<file path="src/rtl/g15_acc_pkg.sv">
// Shared types and defaults for the PL19/PL20 accessory sequencer.
// Holds character width, idle timeout, input FSM states, character type.
package g15_acc_pkg;

  localparam int ACC_CHAR_BITS    = 5;
  localparam int ACC_IDLE_TIMEOUT = 1024;

  typedef enum logic {
    ACC_IDLE,
    ACC_ACTIVE
  } acc_in_state_t;

  typedef logic [ACC_CHAR_BITS-1:0] acc_char_t;

endpackage

</file>
<file path="src/rtl/acc_out_deser.sv">
// PL20 output deserialiser: assembly reg, idle timer, 2-entry FIFO.
// Ports: clk/rst, bit_in/shift in, valid/ready/data out, overflow/frag flags.
module acc_out_deser
  import g15_acc_pkg::*;
#(
  parameter int CHAR_BITS    = ACC_CHAR_BITS,
  parameter int IDLE_TIMEOUT = ACC_IDLE_TIMEOUT
) (
  input  logic                 clk,
  input  logic                 rst,
  input  logic                 bit_in,
  input  logic                 shift,
  input  logic                 ready,
  input  logic                 clr_flags,
  output logic                 valid,
  output logic [CHAR_BITS-1:0] data,
  output logic                 overflow,
  output logic                 frag
);

  localparam int CW = $clog2(CHAR_BITS + 1);
  localparam int TW = $clog2(IDLE_TIMEOUT);

  logic [CHAR_BITS-1:0] asm_q;
  logic [CHAR_BITS-1:0] nxt_char;
  logic [CW-1:0]        bcnt;
  logic [TW-1:0]        timer;
  logic [CHAR_BITS-1:0] mem0;
  logic [CHAR_BITS-1:0] mem1;
  logic [1:0]           fcnt;

  logic complete;
  logic pop;
  logic push;
  logic ovf_set;
  logic timeout;

  assign nxt_char = {asm_q[CHAR_BITS-2:0], bit_in};
  assign complete = shift & (bcnt == CW'(CHAR_BITS - 1));
  assign valid    = (fcnt != 2'd0);
  assign pop      = valid & ready;
  // a pop on the same edge frees the slot the new char needs
  assign ovf_set  = complete & (fcnt == 2'd2) & ~pop;
  assign push     = complete & ~ovf_set;
  assign timeout  = ~shift & (bcnt != '0) &
                    (timer == TW'(IDLE_TIMEOUT - 1));
  assign data     = mem0;

  always_ff @(posedge clk) begin
    if (rst) begin
      asm_q    <= '0;
      bcnt     <= '0;
      timer    <= '0;
      mem0     <= '0;
      mem1     <= '0;
      fcnt     <= 2'd0;
      overflow <= 1'b0;
      frag     <= 1'b0;
    end else begin
      if (shift) begin
        asm_q <= nxt_char;
        timer <= '0;
        if (complete) bcnt <= '0;
        else          bcnt <= bcnt + CW'(1);
      end else if (bcnt != '0) begin
        if (timeout) begin
          bcnt  <= '0;
          timer <= '0;
        end else begin
          timer <= timer + TW'(1);
        end
      end

      case ({push, pop})
        2'b10: begin
          if (fcnt == 2'd0) mem0 <= nxt_char;
          else              mem1 <= nxt_char;
          fcnt <= fcnt + 2'd1;
        end
        2'b01: begin
          mem0 <= mem1;
          fcnt <= fcnt - 2'd1;
        end
        2'b11: begin
          if (fcnt == 2'd1) begin
            mem0 <= nxt_char;
          end else begin
            mem0 <= mem1;
            mem1 <= nxt_char;
          end
        end
        default: ;
      endcase

      overflow <= ovf_set | (overflow & ~clr_flags);
      frag     <= timeout | (frag & ~clr_flags);
    end
  end

endmodule

</file>
<file path="src/rtl/accessory_io_sequencer.sv">
// PL19/PL20 accessory sequencer between control_switch and host bridge.
// Ports: PL19 start/stop/shift/input, PL20 bit/shift, host in/out handshakes, flags.
module accessory_io_sequencer
  import g15_acc_pkg::*;
#(
  parameter int CHAR_BITS    = ACC_CHAR_BITS,
  parameter int IDLE_TIMEOUT = ACC_IDLE_TIMEOUT
) (
  input  logic                 CLOCK,
  input  logic                 rst,
  input  logic                 PL19_START_INPUT,
  input  logic                 PL19_STOP_INPUT,
  input  logic                 PL19_SHIFT_CMD_M20,
  output logic                 PL19_INPUT,
  input  logic                 PL20_OUTPUT,
  input  logic                 PL20_OUTPUT_SHIFT,
  input  logic                 in_valid,
  output logic                 in_ready,
  input  logic [CHAR_BITS-1:0] in_data,
  output logic                 out_valid,
  input  logic                 out_ready,
  output logic [CHAR_BITS-1:0] out_data,
  output logic                 rd_active,
  output logic                 underrun,
  output logic                 overflow,
  output logic                 frag,
  input  logic                 clr_flags
);

  localparam int CW = $clog2(CHAR_BITS + 1);

  acc_in_state_t state;
  acc_in_state_t state_nx;

  logic                 rdy_en;
  logic                 hold_full;
  logic [CHAR_BITS-1:0] hold_data;
  logic [CHAR_BITS-1:0] sr;
  logic [CW-1:0]        cnt;

  logic active;
  logic shift_now;
  logic drop;
  logic sr_full;
  logic last_bit;
  logic sr_load;
  logic hs;

  always_ff @(posedge CLOCK) begin
    if (rst) state <= ACC_IDLE;
    else     state <= state_nx;
  end

  always_comb begin
    state_nx = state;
    unique case (state)
      ACC_IDLE: begin
        if (PL19_START_INPUT & ~PL19_STOP_INPUT)
          state_nx = ACC_ACTIVE;
      end
      ACC_ACTIVE: begin
        if (PL19_STOP_INPUT)
          state_nx = ACC_IDLE;
      end
      default: state_nx = ACC_IDLE;
    endcase
  end

  assign active    = (state == ACC_ACTIVE);
  // stop beats a same-cycle shift
  assign shift_now = active & PL19_SHIFT_CMD_M20 & ~PL19_STOP_INPUT;
  assign drop      = active & PL19_STOP_INPUT;
  assign sr_full   = (cnt != '0);
  assign last_bit  = shift_now & (cnt == CW'(1));
  // refill on the final-bit edge gives back-to-back chars with no gap
  assign sr_load   = hold_full & (~sr_full | last_bit | drop);
  assign in_ready  = rdy_en & ~hold_full & ~rst;
  assign hs        = in_valid & in_ready;

  always_ff @(posedge CLOCK) begin
    if (rst) begin
      rdy_en    <= 1'b0;
      hold_full <= 1'b0;
      hold_data <= '0;
      sr        <= '0;
      cnt       <= '0;
      underrun  <= 1'b0;
    end else begin
      rdy_en <= 1'b1;
      if (sr_load) hold_full <= 1'b0;
      if (hs) begin
        hold_full <= 1'b1;
        hold_data <= in_data;
      end
      if (sr_load) begin
        sr  <= hold_data;
        cnt <= CW'(CHAR_BITS);
      end else if (drop) begin
        cnt <= '0;
      end else if (shift_now & sr_full) begin
        sr  <= sr << 1;
        cnt <= cnt - CW'(1);
      end
      underrun <= (shift_now & ~sr_full) | (underrun & ~clr_flags);
    end
  end

  assign PL19_INPUT = active & sr_full & sr[CHAR_BITS-1];
  assign rd_active  = active;

  acc_out_deser #(
    .CHAR_BITS   (CHAR_BITS),
    .IDLE_TIMEOUT(IDLE_TIMEOUT)
  ) u_deser (
    .clk      (CLOCK),
    .rst      (rst),
    .bit_in   (PL20_OUTPUT),
    .shift    (PL20_OUTPUT_SHIFT),
    .ready    (out_ready),
    .clr_flags(clr_flags),
    .valid    (out_valid),
    .data     (out_data),
    .overflow (overflow),
    .frag     (frag)
  );

endmodule

</file>
<file path="config.mk">
export PLATFORM = sky130hd
export DESIGN_NAME = accessory_io_sequencer
export DESIGN_NICKNAME = d
export VERILOG_FILES = /design/src/rtl/g15_acc_pkg.sv /design/src/rtl/acc_out_deser.sv /design/src/rtl/accessory_io_sequencer.sv
export SDC_FILE = /design/constraint.sdc
export NUM_CORES = 1
export LEC_CHECK = 0
export ABC_AREA = 0
export CAP_MARGIN = 20
export CORE_ASPECT_RATIO = 1.5
export CORE_UTILIZATION = 62
export DETAILED_ROUTE_END_ITERATION = 10
export DONT_BUFFER_PORTS = 1
export PLACE_DENSITY_LB_ADDON = 0.25
export SYNTH_ARGS = -nofsm -noshare
export SYNTH_HDL_FRONTEND = slang
export SYNTH_SLANG_ARGS = --single-unit
</file>
<file path="constraint.sdc">
create_clock -name CLOCK -period 2.61 [get_ports CLOCK]
set_clock_uncertainty 0.2 [all_clocks]
set_input_delay 0.261 -clock CLOCK [delete_from_list [all_inputs] [get_ports CLOCK]]
set_output_delay 0.261 -clock CLOCK [all_outputs]
set_load 0.005 [all_outputs]
</file>
==> results.ini <==
[synth]
syn_area_um2=2210
synth_top_family_by_area=simple AND/OR/NAND/NOR gates
synth-seq-cells=48
yosysSeqAreaShare=0.434
synth.area.mux_share=0.0633
synth-simple-area-share=0.260
synth_cells=249
synth_compound_area_frac=0.128
synth_area_leaders=dfxtp_1, mux2i_1, nor2_1
synth_fa_ha_area_frac=0.0508
synth_top_cell_by_area=dfxtp_1
synth-xor-area-share=0.0277
ys_types=46
syn_area_per_cell_um2=8.89
synthesis.nets=273
synth_warnings=0
synth_flop_cell=dfxtp_1
synth_edf_count=0
synth_top_area_share=0.434
synth-async-reset-ratio=0

[timing]
max_freq_ghz=0.487
slew_violations=0
fin_tns_setup_ps=0
finalSetupViolCount=0
post-route-period-util=0.788
worstMarginPinSlew_ps=626
finalHoldViolations=0
max_slew_margin=0.578
layout_setup_ws_ps=555
layout_min_cycle_time_ps=2060
rsz0062_at_grt=no

[cts]
clk_transition_reported_paths_ps=80
numCtsBuffers=5
cts_sinks=48
post_cts_resized=0
cts.htree.levels=2
cts_root_buf=clkbuf_8
cts_setup_buffers=0
cts_max_path_buffers=2
cts_tree=built
insertion_delay_ps=300

[drt]
routed_via_density=5.93
drc=0
drt_iter0_drc=55
wl_um=4430
vias=1804
drt_pass1_iterations=4
antenna_left=0
post_drt_wl_per_cell_um=14.6

[finish]
drive_above_1_share=0.0534
fillers=264
nNetsFinal=285
postLayoutCoreUtil=0.721
synthToLayoutAreaGrowth_pct=11.2
antennaDiodeCount=0

[floorplan]
die_x_um=50.8
coreArea_um2=3420
die_area_um2=3820
rows=26
die_h_um=75.2
io_pins=27
start_util=0.648

[worst_setup_path]
slowest_stage=o21ai_0
critPathLaunchType=flop
reg2reg_to=u_deser.data[1]
path_class=reg2reg
arrival_ps=2070
max_stage_delay_ps=510
worst-r2r-cell-count=6
setup.worst_path.start=u_deser.fcnt[0]
crit_fanout=5
cp_cell_sequence=inv_1, ha_1, nand2b_1, o21ai_0, o22ai_1, nor3_1
cp.required_ps=2630
r2r-start=u_deser.fcnt[0]
cp-end-kind=flop
rrSetupSlack_ps=550

[grt]
grt_max_degree=36
antenna_found_initial=0
grt_overflow=0
grt_usage=0.251
grt_pass1_wl_um=7280
grt_pass1_vias=1650

[place]
io_buffer_count=0
dp_slack_ps=566
dpl.hpwl_um=3030
gp_congestion=0.810

[power_and_ir_drop]
p_leak_nw=0.908
irDropWorstVdd_uv=557
powerDensity_nw_per_um2=623

[min_path]
min_delay_path_depth=3
hold_class=in2reg
min_to=u_deser.overflow
hp-start=clr_flags

[flow_run]
drv_cap=0

[run_status]
outcome=finished clean

worst max-delay path, delay by kind of cell (launching register included):
family / cells / cell delay, ps
buf+inv: 1 / 80
flops: 1 / 380
compound gates: 2 / 700
simple gates: 2 / 370
fa+ha+maj: 1 / 250
timing repair:
action | 4_1_cts | 5_1_grt
hold buffers | 12 | 0
hold endpoints to repair | 41 | 0
endpoints found under the setup margin | 0 | 0
worst max-delay path by stage:
stage	end	slack, ps	depth (start not counted)
after floorplan	u_deser.mem1[0]	770	6
after global placement	u_deser.mem1[1]	620	6
after detailed placement	u_deser.mem1[3]	570	6
after CTS	u_deser.data[1]	560	6
after global routing	u_deser.mem1[3]	400	6
final	u_deser.data[1]	550	6
Yosys cell counts, types with 3 or more instances:
library cell   n
mux2i_1       14
nor2_1        35
dfxtp_1       48
ha_1           9
a311oi_1       4
and3_1         4
a21oi_1        9
nand3_1        9
o22ai_1        6
nand4_1        3
nand2_1       18
nand2b_1       4
clkbuf_1       6
inv_1         12
xor2_1         4
nor2b_1       10
xnor2_1        3
and2_1         3
o21ai_0        5
nor3_1        10
power breakdown:
| part | internal, mW | switching, mW |
|---|---|---|
| Sequential | 0.779 | 0.0370 |
| Combinational | 0.115 | 0.162 |
| Clock | 0.216 | 0.226 |
| Total | 1.11 | 0.425 |
state kept, by name, indices dropped and copies added, names as in the netlist, 2 cells and up:
name           cells
cnt                3
hold_data          5
sr                 5
u_deser.asm_q      4
u_deser.bcnt       3
u_deser.data       5
u_deser.fcnt       2
u_deser.mem1       5
u_deser.timer     10
cell usage in the layout (no fill, tap or decap), drive strengths merged, types with 2 or more instances in the layout:
cell | netlist | routed
o21a | 2 | 2
nand2 | 18 | 18
o22ai | 6 | 6
and3 | 4 | 4
nor3 | 10 | 10
dfxtp | 48 | 48
and2 | 3 | 3
inv | 12 | 12
nand4 | 3 | 3
nand2b | 4 | 4
nand3b | 2 | 2
xor2 | 4 | 4
nor2b | 10 | 10
a21oi | 9 | 9
and4 | 2 | 2
a31o | 2 | 2
o31ai | 2 | 2
mux2i | 14 | 14
xnor2 | 3 | 3
nor2 | 35 | 35
clkbuf | 6 | 8
a311oi | 4 | 4
buf | 2 | 2
or2 | 2 | 2
nor4b | 2 | 2
dlygate4sd3 | 0 | 11
ha | 9 | 9
o21ai | 5 | 5
nand3 | 10 | 10
area by class of cell:
cell class	instances	area [um2]	area share
clock buffers	8	90.1	0.0366
inverters	13	48.8	0.0198
multi-input cells	180	1170	0.476
flip-flops and latches	48	961	0.390
well taps	42	52.6	0.0213
repair buffers	13	138	0.0559
cell families (layout without fill, tap and decap cells):
kind of cell,after synthesis,after routing
flops,48,48
fa+ha+maj,9,9
buf+inv,21,34
xor+xnor,7,7
mux,14,14
compound gates,39,39
simple gates,111,111
stage by stage:
step	cell area (um2)	hold WS, ps	instances	total power, mW
6_report	2460	10.2	304	1.54
5_1_grt	2460	12.8	304	1.63
4_1_cts	2460	1.58	304	1.55
3_5_place_dp	2240	139	284	1.08
3_3_place_gp	2240	136	284	1.07
2_1_floorplan	2210	140	249	1.03
layer usage:
metal  up-vias  share of wire  track usage
li1        900              -            -
met4         0         0.0086       0.0895
met5         -              0            0
met2        47           0.53        0.441
met1       853           0.41        0.290
met3         4          0.053       0.0707
Power figures use the tool's default switching activity.
